--- src/rtl/background_scroll_ctrl.sv ---
// rtl/background_scroll_ctrl.sv - vertically scrolling background address/colour pipeline
//
// Maps the VGA beam position (640x480, 2x upscaled) onto a 320x240 background
// ROM. A per-frame row offset makes the picture move downward. The returned
// colour index goes through the palette, and the RGB output is registered three
// clocks after the beam position.
//
// Ports:
//   clk, reset_n               pixel clock, asynchronous active-low reset
//   draw_x, draw_y, vde        beam position and active-video flag
//   frame_start                one-cycle pulse at the start of vertical blank
//   scroll_en, frame_div       scroll request and frames-per-step minus one
//   scroll_rst                 one-cycle pulse that returns the offset to 0
//   rom_addr / rom_q           background ROM address and colour index (1-cycle ROM)
//   pal_index / pal_*          palette lookup index and returned colour
//   red, green, blue           registered pixel colour
//   scroll_offset              current offset in image rows
module background_scroll_ctrl #(
  parameter int IMG_W  = 320,
  parameter int IMG_H  = 240,
  parameter int ADDR_W = 17
) (
  input  logic              clk,
  input  logic              reset_n,
  input  logic [9:0]        draw_x,
  input  logic [9:0]        draw_y,
  input  logic              vde,
  input  logic              frame_start,
  input  logic              scroll_en,
  input  logic [3:0]        frame_div,
  input  logic              scroll_rst,
  output logic [ADDR_W-1:0] rom_addr,
  input  logic [3:0]        rom_q,
  output logic [3:0]        pal_index,
  input  logic [3:0]        pal_red,
  input  logic [3:0]        pal_green,
  input  logic [3:0]        pal_blue,
  output logic [3:0]        red,
  output logic [3:0]        green,
  output logic [3:0]        blue,
  output logic [7:0]        scroll_offset
);

  typedef enum logic {IDLE, RUN} state_t;

  state_t            state, state_nx;
  logic [3:0]        frame_cnt, cnt_nx;
  logic [7:0]        offset_nx, offset_dec;
  logic [8:0]        x_img, y_img, row;
  logic [9:0]        row_sum;
  logic [ADDR_W-1:0] addr_nx;
  logic              vde_d1, vde_d2;
  logic              unused_lsbs;

  // The image is drawn 2x upscaled, so the beam LSBs never select a pixel.
  assign unused_lsbs = draw_x[0] ^ draw_y[0];

  assign x_img   = draw_x[9:1];
  assign y_img   = draw_y[9:1];
  assign row_sum = {1'b0, y_img} + {2'b00, scroll_offset};
  // Both operands are below IMG_H, so a single conditional subtract wraps.
  assign row     = (row_sum >= 10'(IMG_H)) ? 9'(row_sum - 10'(IMG_H)) : row_sum[8:0];
  assign addr_nx = ADDR_W'(row) * ADDR_W'(IMG_W) + ADDR_W'(x_img);

  // Decrementing the offset moves the picture downward on screen.
  assign offset_dec = (scroll_offset == 8'd0) ? 8'(IMG_H - 1) : scroll_offset - 8'd1;

  always_comb begin
    state_nx  = state;
    offset_nx = scroll_offset;
    cnt_nx    = frame_cnt;
    if (frame_start) begin
      case (state)
        IDLE: begin
          // Entering RUN does not step; the first step comes frame_div+1 frames later.
          if (scroll_en) begin
            state_nx = RUN;
            cnt_nx   = 4'd0;
          end
        end
        RUN: begin
          if (!scroll_en) begin
            state_nx = IDLE;
          end else if (frame_cnt == frame_div) begin
            offset_nx = offset_dec;
            cnt_nx    = 4'd0;
          end else begin
            cnt_nx = frame_cnt + 4'd1;
          end
        end
        default: state_nx = IDLE;
      endcase
    end
    // scroll_rst overrides any step in the same cycle but leaves the state alone.
    if (scroll_rst) begin
      offset_nx = 8'd0;
      cnt_nx    = 4'd0;
    end
  end

  always_ff @(posedge clk or negedge reset_n) begin
    if (!reset_n) begin
      state         <= IDLE;
      scroll_offset <= 8'd0;
      frame_cnt     <= 4'd0;
    end else begin
      state         <= state_nx;
      scroll_offset <= offset_nx;
      frame_cnt     <= cnt_nx;
    end
  end

  assign pal_index = rom_q;

  always_ff @(posedge clk or negedge reset_n) begin
    if (!reset_n) begin
      rom_addr <= '0;
      vde_d1   <= 1'b0;
      vde_d2   <= 1'b0;
      red      <= 4'd0;
      green    <= 4'd0;
      blue     <= 4'd0;
    end else begin
      if (vde) rom_addr <= addr_nx;
      vde_d1 <= vde;
      vde_d2 <= vde_d1;
      // vde_d2 lines up with the palette colour of the address registered two clocks ago.
      red    <= vde_d2 ? pal_red   : 4'd0;
      green  <= vde_d2 ? pal_green : 4'd0;
      blue   <= vde_d2 ? pal_blue  : 4'd0;
    end
  end

endmodule

--- config.mk ---
export PLATFORM = sky130hd
export DESIGN_NAME = background_scroll_ctrl
export DESIGN_NICKNAME = d
export VERILOG_FILES = /design/src/rtl/background_scroll_ctrl.sv
export SDC_FILE = /design/constraint.sdc
export NUM_CORES = 1
export LEC_CHECK = 0
export CORE_MARGIN = 2
export CORE_UTILIZATION = 48
export CTS_CLUSTER_DIAMETER = 150
export DETAILED_ROUTE_END_ITERATION = 10
export PLACE_DENSITY = 0.78
export SLEW_MARGIN = 20
export SYNTH_ARGS = -nofsm -noshare
export SYNTH_HDL_FRONTEND = slang
export SYNTH_SLANG_ARGS = --single-unit
--- constraint.sdc ---
create_clock -name clk -period 6.2 [get_ports clk]
set_input_delay 1.55 -clock clk [delete_from_list [all_inputs] [get_ports clk]]
set_output_delay 1.55 -clock clk [all_outputs]
set_load 0.02 [all_outputs]
### Word level (Yosys, flattened, before mapping)

Index checks and enable logic that the tools add are counted.

| storage, ports and cells | value |
|---|---|
| bits in registers | 44 |
| latch bits | 0 |
| RAM bits | 0 |
| memory bits (read-only) | 0 |
| bits of input ports | 46 |
| output and inout bits | 41 |
| word-level logic and storage cells | 44 |
| memories kept | 0 |

| operators by class | value |
|---|---|
| add/subtract/negate cells | 5 |
| $mul | 1 |
| div/mod/pow operators | 0 |
| $lt $le $gt $ge | 1 |
| eq/ne operators | 3 |
| shifts and indexed selects | 0 |
| mux-type cells | 17 |
| bitwise gates (word level) | 1 |
| reductions and logical operators | 7 |

Operators with widths:

| operator | number |
|---|---|
| $mux 8 | 6 |
| $mux 4 | 8 |
| $add 17x9->17 | 1 |
| $mul 9x3->11 const B | 1 |
| $add 9x8->10 | 1 |
| $ge 10x8->1 const B | 1 |
| $mux 9 | 1 |
| $sub 9x8->9 const B | 1 |
| $logic_not 8->1 | 1 |
| $pmux 4 s2 | 1 |
| $reduce_bool 2->1 | 4 |
| $sub 8x1->8 const B | 1 |
| $ne 3x3->1 const B | 2 |
| $add 4x1->4 const B | 1 |
| $eq 4x4->1 | 1 |
| $reduce_and 4->1 | 1 |
| $reduce_and 3->1 | 1 |
| $mux 1 | 1 |
| $not 1->1 | 1 |

### Logic depth before layout (Yosys ltp)

| logic depth | value |
|---|---|
| word-level depth | 7 |
| gate-level depth with buffers | 21 |
| gate-level depth less buffers | 21 |

### Worst setup path after synthesis

OpenSTA, ideal clock, no wires.

| timing path | value |
|---|---|
| kind | in2reg |
| from | in draw_y[1] |
| to | reg rom_addr[16] |
| setup time | 125 ps |
| data arrival time | 5861 ps |
| data required time | 6075 ps |
| slack | 214 ps |
| cell stages on the path | 20 |
| path buffers | 0 |
| cell sequence | ha_1 > fa_1 > nand3_1 > nand2_1 > xor2_1 > ha_1 > inv_1 > a211o_1 > a21oi_1 > a21oi_2 > xnor2_1 > ha_1 > fa_1 > a211oi_2 > nor2_1 > nor4b_1 > nand4_1 > xnor2_2 > xnor2_1 > mux2_4 |

| on the way | value |
|---|---|
| word-level cells in the longest chain between the ends | 5 |
| elaborated cells on any way between the ends | 6 |
| classes of those cells | add/sub (3); mul (1); order compare (1); mux (1) |

RTL lines:

| item | line | RTL |
|---|---|---|
| from (decl) | 26 | `input logic [9:0] draw_y,` |
| $add 9x8->10 (*) | 60 | `assign row_sum = {1'b0, y_img} + {2'b00, scroll_offset};` |
| $sub 9x8->9 / $ge 10x8->1 (equally long branches) | 62 | `assign row = (row_sum >= 10'(IMG_H)) ? 9'(row_sum - 10'(IMG_H)) : row_sum[8:0];` |
| $mux 9 (*) | 62 |  |
| $mul 9x3->11 (*) | 63 | `assign addr_nx = ADDR_W'(row) * ADDR_W'(IMG_W) + ADDR_W'(x_img);` |
| $add 17x9->17 (*) | 63 |  |
| to (signal assigned) | 124 | `if (vde) rom_addr <= addr_nx;` |
| to (decl) | 32 | `output logic [ADDR_W-1:0] rom_addr,` |

Every way passes the cells marked *; elsewhere a longest branch is shown, timed or not.
A chain may end at the register's enable or synchronous reset.

### Worst setup path in the final report

Ends and elaborated chain as after synthesis.

==> tab_implementation.tex <==
\begin{tabular}{lr}
\hline
Metric & Value \\
\hline
\multicolumn{2}{l}{\textbf{Global routing}} \\
\quad GRT Util Overall & 21.0\% \\
\quad Maximum number of pins on one net before global-route repair & 45 \\
\quad Wire length of the first global-routing pass & 11.2 mm \\
\quad Vias in the first global route & 2,580 \\
\quad Number of antenna violations at the first check in global routing & 0 \\
\quad Final global-route overflow total & 0 \\
\multicolumn{2}{l}{\textbf{Synth}} \\
\quad Mean Syn Cell Area & 10.1 sq um \\
\quad Synth warnings & 0 \\
\quad Top\_reg\_cell synth & sky130\_fd\_sc\_hd\_\_dfrtp\_1 \\
\quad Syn\_nets & 368 \\
\quad Proportion of synthesized chip area in sequential cells & 37.5\% \\
\quad Mapped Cells & 290 \\
\quad Cell area after synthesis & 2940 sq um \\
\quad Async set-reset flop share out of synthesis & 100\% \\
\quad Netlist cell types & 53 \\
\quad Post-synth EDFFs & 0 \\
\quad Register bit count reported by yosys & 44 \\
\multicolumn{2}{l}{\textbf{Critical path}} \\
\quad Max stage delay on crit path & 0.51 ns \\
\quad Type of destination of the critical path & flip-flop \\
\quad Cell-by-cell listing of the critical path & clkdlybuf4s50\_1, ha\_2, fa\_2, nand3\_1, nand2\_1, xor2\_2, ha\_2, inv\_1, a211o\_1, a21oi\_2, a21oi\_2, mux2\_1, ha\_1, ha\_4, a211oi\_2, buf\_4, or4b\_1, o2111ai\_2, nand4\_1, xnor2\_2, xnor2\_1, mux2\_4 \\
\quad Combined buffer and inverter count along the critical path & 3 \\
\quad Top fanout value on the critical path & 4 \\
\quad Slowest cell on crit path & sky130\_fd\_sc\_hd\_\_or4b\_1 \\
\quad Crit path launch type & primary input \\
\quad Largest delay contributor family on the critical path & adder cells \\
\quad R2r worst-path depth & 21 \\
\quad Critical path class & primary input to flip-flop \\
\quad Worst R2R End & rom\_addr[16] \\
\quad Crit path required time & 6.39 ns \\
\quad Flop-to-flop setup slack & 1.36 ns \\
\quad Startpoint of the worst register-to-register path & scroll\_offset[0] \\
\quad Data arrival, critical path & 6.21 ns \\
\multicolumn{2}{l}{\textbf{Final layout}} \\
\quad Finished Cell Area & 4260 sq um \\
\quad Fin nets & 487 \\
\quad Antenna diode count & 0 \\
\quad Most common cell after layout, fill and taps aside & sky130\_fd\_sc\_hd\_\_clkdlybuf4s50\_1 \\
\quad Utilization after layout & 72.0\% \\
\quad Fraction of layout cells with a size suffix above 1 & 21.5\% \\
\quad Number of standard cells in the layout, taps in and fillers out & 485 \\
\quad Layout-stage area growth over the synthesis result & 45.2\% \\
\quad Most frequent cells in the layout & sky130\_fd\_sc\_hd\_\_clkdlybuf4s50\_1 (74), sky130\_fd\_sc\_hd\_\_buf\_4 (46), sky130\_fd\_sc\_hd\_\_dfrtp\_1 (44) \\
\multicolumn{2}{l}{\textbf{Clock network}} \\
\quad Clock root buffer master & sky130\_fd\_sc\_hd\_\_clkbuf\_8 \\
\quad TritonCTS buffer count & 5 \\
\quad CTS tree & yes \\
\quad Clock tree buffer depth & 2 \\
\quad Clock insertion delay at the later pin of the skew report & 0.30 ns \\
\quad Number of sinks driven by the clock tree & 44 \\
\quad Cts hold-fix bufs & 0 \\
\quad Depth of the CTS H-tree & 2 \\
\quad Clock-pin slew reported for the worst setup and hold paths after clock tree synthesis & 0.09 ns \\
\multicolumn{2}{l}{\textbf{Route}} \\
\quad DRC violation total after the first TritonRoute iteration & 104 \\
\quad Average wire per standard cell & 13.9 um \\
\quad Number of search-and-repair iterations in the first detailed-routing pass & 4 \\
\quad Vias/cell & 5.31 \\
\quad Vias after detailed routing & 2,577 \\
\quad Total Wirelength & 6.72 mm \\
\quad DRC violations left & 0 \\
\quad Routed Antenna Nets & 0 \\
\multicolumn{2}{l}{\textbf{Die}} \\
\quad Vertical die dimension & 82.2 um \\
\quad Core footprint & 5920 sq um \\
\quad Initial core utilization & 49.6\% \\
\quad Floorplan row count & 28 \\
\quad Horiz. Die Dim & 82.2 um \\
\quad Die Footprint & 6760 sq um \\
\quad IO Count & 87 \\
\multicolumn{2}{l}{\textbf{STA}} \\
\quad Pins Over Slew Limit & 0 \\
\quad Hold Vio Cnt, Final & 0 \\
\quad Period Utilization, post-route & 97.0\% \\
\quad Final period demand of the worst path & 6.02 ns \\
\quad Number of failing setup endpoints in the final timing report & 0 \\
\quad Transition time of the tightest slew-check pin & 0.927 ns \\
\quad Worst Hold Margin & 0.360 ns \\
\quad Highest attainable clock frequency & 166 MHz \\
\quad Post-Route Skew & 0.0129 ns \\
\quad Normalized max-slew margin & 38.0\% \\
\multicolumn{2}{l}{\textbf{Placement}} \\
\quad Post-placement cell count & 476 \\
\quad Port buffer count & 76 \\
\quad Detailed placement HPWL & 5.04 mm \\
\quad Gpl congestion & 0.788 \\
\quad Post-detailed-placement cell area & 4070 sq um \\
\multicolumn{2}{l}{\textbf{Outcome}} \\
\quad Result of the run & completed \\
\multicolumn{2}{l}{\textbf{Pwr}} \\
\quad Power density relative to cell area & 226 nW/um\^{}2 \\
\quad Maximum VDD drop & 306 uV \\
\quad Leakage & 0.00190 uW \\
\quad Total power consumption of the routed design & 963 uW \\
\multicolumn{2}{l}{\textbf{Worst hold path}} \\
\quad Count of cells along the worst hold path & 0 \\
\quad End point of the most critical hold path & vde\_d2 \\
\quad Start point of the worst min-delay path & vde\_d1 \\
\quad Path category of the worst min-delay check & flip-flop to flip-flop \\
\multicolumn{2}{l}{\textbf{Flow run}} \\
\quad Max-capacitance violation count & 0 \\
\hline
\end{tabular}
==> cell type report <==
cell class	count	area (sq um)
Clock buffer	6	82.6
Tap cell	75	93.8
Clock inverter	2	38.8
Timing Repair Buffer	121	1100
Multi-Input combinational cell	230	1820
Sequential cell	44	1100
Fill cell	446	1660
Inverter	7	26.3
==> cell families after synthesis <==
kind of cell | synth area share, %
AND/OR/NAND/NOR | 16.1
AO/OA/AOI/OAI | 16.9
flip-flops | 37.5
adder cells (fa/ha/maj) | 14.4
XOR/XNOR | 7.72
buffers and inverters | 2.60
multiplexers | 4.73
==> how the worst max path moves through the flow <==
stage / to / start / depth (start not counted)
2_1_floorplan: rom_addr[16] / draw_y[1] / 20
3_3_place_gp: rom_addr[16] / draw_y[2] / 21
3_5_place_dp: rom_addr[16] / draw_y[2] / 21
4_1_cts: rom_addr[16] / draw_y[2] / 21
5_1_grt: rom_addr[16] / draw_y[1] / 22
6_report: rom_addr[16] / draw_y[1] / 22
==> cell usage after synthesis (4+ instances only) <==
library cell,instances,area (sq um)
sky130_fd_sc_hd__a21o_1,6,45.0
sky130_fd_sc_hd__nand3_1,5,25.0
sky130_fd_sc_hd__nor3_1,4,20.0
sky130_fd_sc_hd__xnor2_1,8,70.1
sky130_fd_sc_hd__nand2_1,19,71.3
sky130_fd_sc_hd__o21ai_0,11,55.1
sky130_fd_sc_hd__nand4_1,5,31.3
sky130_fd_sc_hd__inv_1,7,26.3
sky130_fd_sc_hd__buf_4,4,30.0
sky130_fd_sc_hd__a21oi_1,19,95.1
sky130_fd_sc_hd__ha_1,29,363
sky130_fd_sc_hd__and2_1,13,81.3
sky130_fd_sc_hd__o211ai_1,4,30.0
sky130_fd_sc_hd__xor2_1,16,140
sky130_fd_sc_hd__mux2_2,10,113
sky130_fd_sc_hd__a211oi_1,6,45.0
sky130_fd_sc_hd__nor2_1,26,97.6
sky130_fd_sc_hd__dfrtp_1,44,1100
==> stage by stage <==
stage	setup WS, ns	TNS [ns]
6_report	0.185	0
5_1_grt	-0.00485	-0.00485
4_1_cts	0.0217	0
3_5_place_dp	-0.350	-0.403
3_3_place_gp	-0.280	-0.280
2_1_floorplan	0.214	0
==> routing by layer <==
metal  wire (um)  global-route usage (%)  vias to the layer above
met5           0                       0                        -
met3         431                    6.09                        8
met4          49                    6.00                        0
met2        3310                    35.1                       73
li1            -                       -                     1279
met1        2930                    26.3                     1217
==> state kept, by name, indices dropped and copies added (netlist names) <==
name,flops
scroll_offset,8
red,4
green,4
blue,4
frame_cnt,4
vde_d1,1
vde_d2,1
rom_addr,17
state,1
==> where the power goes <==
part / switching [uW] / internal (uW) / total [uW] / leakage (uW)
Sequential: 17.7 / 319 / 337 / 0.000555
Combinational: 180 / 211 / 391 / 0.00129
Clock: 103 / 132 / 234 / 0.0000614
Total: 300 / 663 / 963 / 0.00190
==> what timing repair did <==
action | in CTS | in global routing
buffers inserted | 0 | 1
gates resized for setup | 1 | 11
pin swaps | 0 | 5
setup endpoints to repair | 1 | 2
No activity file was read; power rests on OpenSTA's default activity.
==> patch: new RTL, same settings <==
The parameter `ADDR_W` goes from 17 to 19.
--- a/src/rtl/background_scroll_ctrl.sv
+++ b/src/rtl/background_scroll_ctrl.sv
@@ -20,3 +20,3 @@
   parameter int IMG_H  = 240,
-  parameter int ADDR_W = 17
+  parameter int ADDR_W = 19
 ) (
Interface: changed (resized rom_addr); port bits go from 87 to 89. The function was not compared with the original's and may differ.
==> patch against the original RTL <==
  * Die area grew 3.4%
  * Wire length grew 4.3%
  * Total power shrank 0.29%
  * Fmax grew 0.84%
  * Hold slack gained 0.0026 ns
  * Cell area grew 1.4%
  * Global-route usage shrank 0.71 points
  * Worst setup slack gained 0.050 ns
  * Area after synthesis grew 3.5%
  * Sequential cell count grew 2
  * Critical endpoint unchanged
  * Largest cell class unchanged
  * Highest routed layer unchanged
==> patch: results (changes against the original RTL) <==
Cells and area:
- The proportion of layout cells with a drive suffix above 1 is 19.0% (was 21.5%).
- Biggest registers after layout: rom_addr: 19 flops, scroll_offset: 8 flops (was rom_addr: 17 flops, scroll_offset: 8 flops).
- The net count reported at finish is 497 (was 487).
- The number of filler instances in the final layout is 459 (was 446).

Routing:
- The detailed-routed wire length on met2 is 3.40 mm (was 3.31 mm).
- The mean routed wirelength per cell is 14.2 um (was 13.9 um).
- The detailed-routing wirelength on met1 came to 3.00 mm (was 2.93 mm).
- The violation count after the first detailed-routing iteration is 143 (was 104).
- The via-per-instance ratio is 5.50 (was 5.31).
- The met3 wirelength from detailed routing is 541 um (was 431 um).

GRT:
- The combined global-route utilization of all metal layers is 20.3% (was 21.0%).
- The pin count of the biggest net entering global routing came to 47 (was 45).
- The wire length of the first global-routing pass came to 11.9 mm (was 11.2 mm).
- The number of global-route vias before repair is 2,724 (was 2,580).

STA:
- The clock skew after layout is 0.00641 ns (was 0.0129 ns).
- The slew at the pin with the worst max-slew slack came to 0.562 ns (was 0.927 ns).

Power:
- The internal portion of total power is 0.639 mW (was 0.663 mW).
- The combinational gate power is 0.409 mW (was 0.391 mW).
- The cell leakage power was 1.93 nW (was 1.90 nW).
- The maximum VDD drop is 0.166 mV (was 0.306 mV).

Worst setup path:
- The critical-path cell with the highest stage delay is sky130_fd_sc_hd__clkdlybuf4s50_1 (was sky130_fd_sc_hd__or4b_1).
- The critical path's largest stage delay was 0.43 ns (was 0.51 ns).
- The signal arrival time at the worst endpoint is 6.18 ns (was 6.21 ns).

Placed design:
- The half-perimeter wire length after detailed placement is 5.22 mm (was 5.04 mm).
- The pre-CTS setup slack is -0.340 ns (was -0.350 ns).
- The final weighted congestion in routability-driven placement is 0.798 (was 0.788).
- The total of buffers placed on input and output ports is 78 (was 76).

Yosys:
- Top area cells in the synthesized netlist: sky130_fd_sc_hd__dfrtp_1, sky130_fd_sc_hd__ha_1, sky130_fd_sc_hd__nor2_1, sky130_fd_sc_hd__xor2_1, sky130_fd_sc_hd__mux2_2 (was sky130_fd_sc_hd__dfrtp_1, sky130_fd_sc_hd__ha_1, sky130_fd_sc_hd__xor2_1, sky130_fd_sc_hd__mux2_2, sky130_fd_sc_hd__nor2_1).
- Leading cell types by count after synthesis: sky130_fd_sc_hd__dfrtp_1, sky130_fd_sc_hd__nor2_1, sky130_fd_sc_hd__ha_1 (was sky130_fd_sc_hd__dfrtp_1, sky130_fd_sc_hd__ha_1, sky130_fd_sc_hd__nor2_1).
- The number of unique standard cell types used by synthesis is 54 (was 53).
- The post-synthesis net count is 386 (was 368).

Status:
- Run status: finished, final reports clean (unchanged).

Clock network:
- The total number of H-tree levels is 2 (unchanged).
- The number of CTS-inserted buffers came to 5 (unchanged).
-- patch: repair_timing --
action                                  in CTS  in global routing
gates resized for setup                      2                 20
endpoints found under the setup margin       2                  3
setup buffers                                1                  1
pin swaps                                    2                 11
-- patch: cell families after synthesis --
group	synth area share, %
mux	4.08
compound gates	17.7
flops	37.9
buf+inv	3.13
fa+ha+maj	13.9
simple gates	16.7
xor+xnor	6.63
-- patch: layer usage --
metal / global-route usage [%] / vias to the layer above
li1: - / 1334
met5: 0 / -
met1: 24.7 / 1309
met4: 4.99 / 0
met2: 34.4 / 73
met3: 7.12 / 7
-- patch: per-stage QoR --
stage / std cells / total power [mW] / instance area (um2)
after global routing: 495 / 1.02 / 4320
after global placement: 485 / 0.733 / 4110
after detailed placement: 485 / 0.742 / 4110
after floorplan: 308 / 0.564 / 3040
final: 495 / 0.960 / 4320
after CTS: 494 / 0.949 / 4230
-- patch: path summary, 6_finish.rpt --
| path | startpoint | end | depth (start not counted) | slack [ns] |
|---|---|---|---|---|
| max in group asynchronous | reset_n | scroll_offset[7] | 1 | 4.58 |
| worst max register to register | scroll_offset[0] | rom_addr[16] | 19 | 1.46 |
| worst min register to register | vde_d1 | vde_d2 | 0 | 0.36 |
| min in group asynchronous | reset_n | rom_addr[18] | 1 | 1.23 |
| worst min-delay path | vde_d1 | vde_d2 | 0 | 0.36 |
| worst max-delay path | draw_y[1] | rom_addr[16] | 20 | 0.23 |
-- patch: layout make-up --
| cell class | count | share of cell area [%] |
|---|---|---|
| Clock inverter | 2 | 0.377 |
| Multi-Input combinational cell | 241 | 43.7 |
| Sequential cell | 46 | 26.7 |
| Inverter | 11 | 0.956 |
| Tap cell | 75 | 2.17 |
| Timing Repair Buffer | 114 | 24.3 |
| Clock buffer | 6 | 1.91 |
-- patch: worst reg2reg max path, stage by stage (launching register included) --
cell and delay (ns):
sky130_fd_sc_hd__dfrtp_1 0.45, sky130_fd_sc_hd__ha_2 0.22, sky130_fd_sc_hd__fa_2 0.43, sky130_fd_sc_hd__a211oi_4 0.29
sky130_fd_sc_hd__o21bai_1 0.11, sky130_fd_sc_hd__a21oi_2 0.23, sky130_fd_sc_hd__xor2_2 0.22, sky130_fd_sc_hd__nor3_4 0.08
sky130_fd_sc_hd__nor3_4 0.25, sky130_fd_sc_hd__mux2_4 0.34, sky130_fd_sc_hd__ha_1 0.31, sky130_fd_sc_hd__ha_4 0.31
sky130_fd_sc_hd__xor2_1 0.21, sky130_fd_sc_hd__nand4_1 0.18, sky130_fd_sc_hd__nor3b_2 0.19, sky130_fd_sc_hd__buf_4 0.14
sky130_fd_sc_hd__nand4b_1 0.12, sky130_fd_sc_hd__xnor2_1 0.17, sky130_fd_sc_hd__a2111o_1 0.35, sky130_fd_sc_hd__o221ai_1 0.07
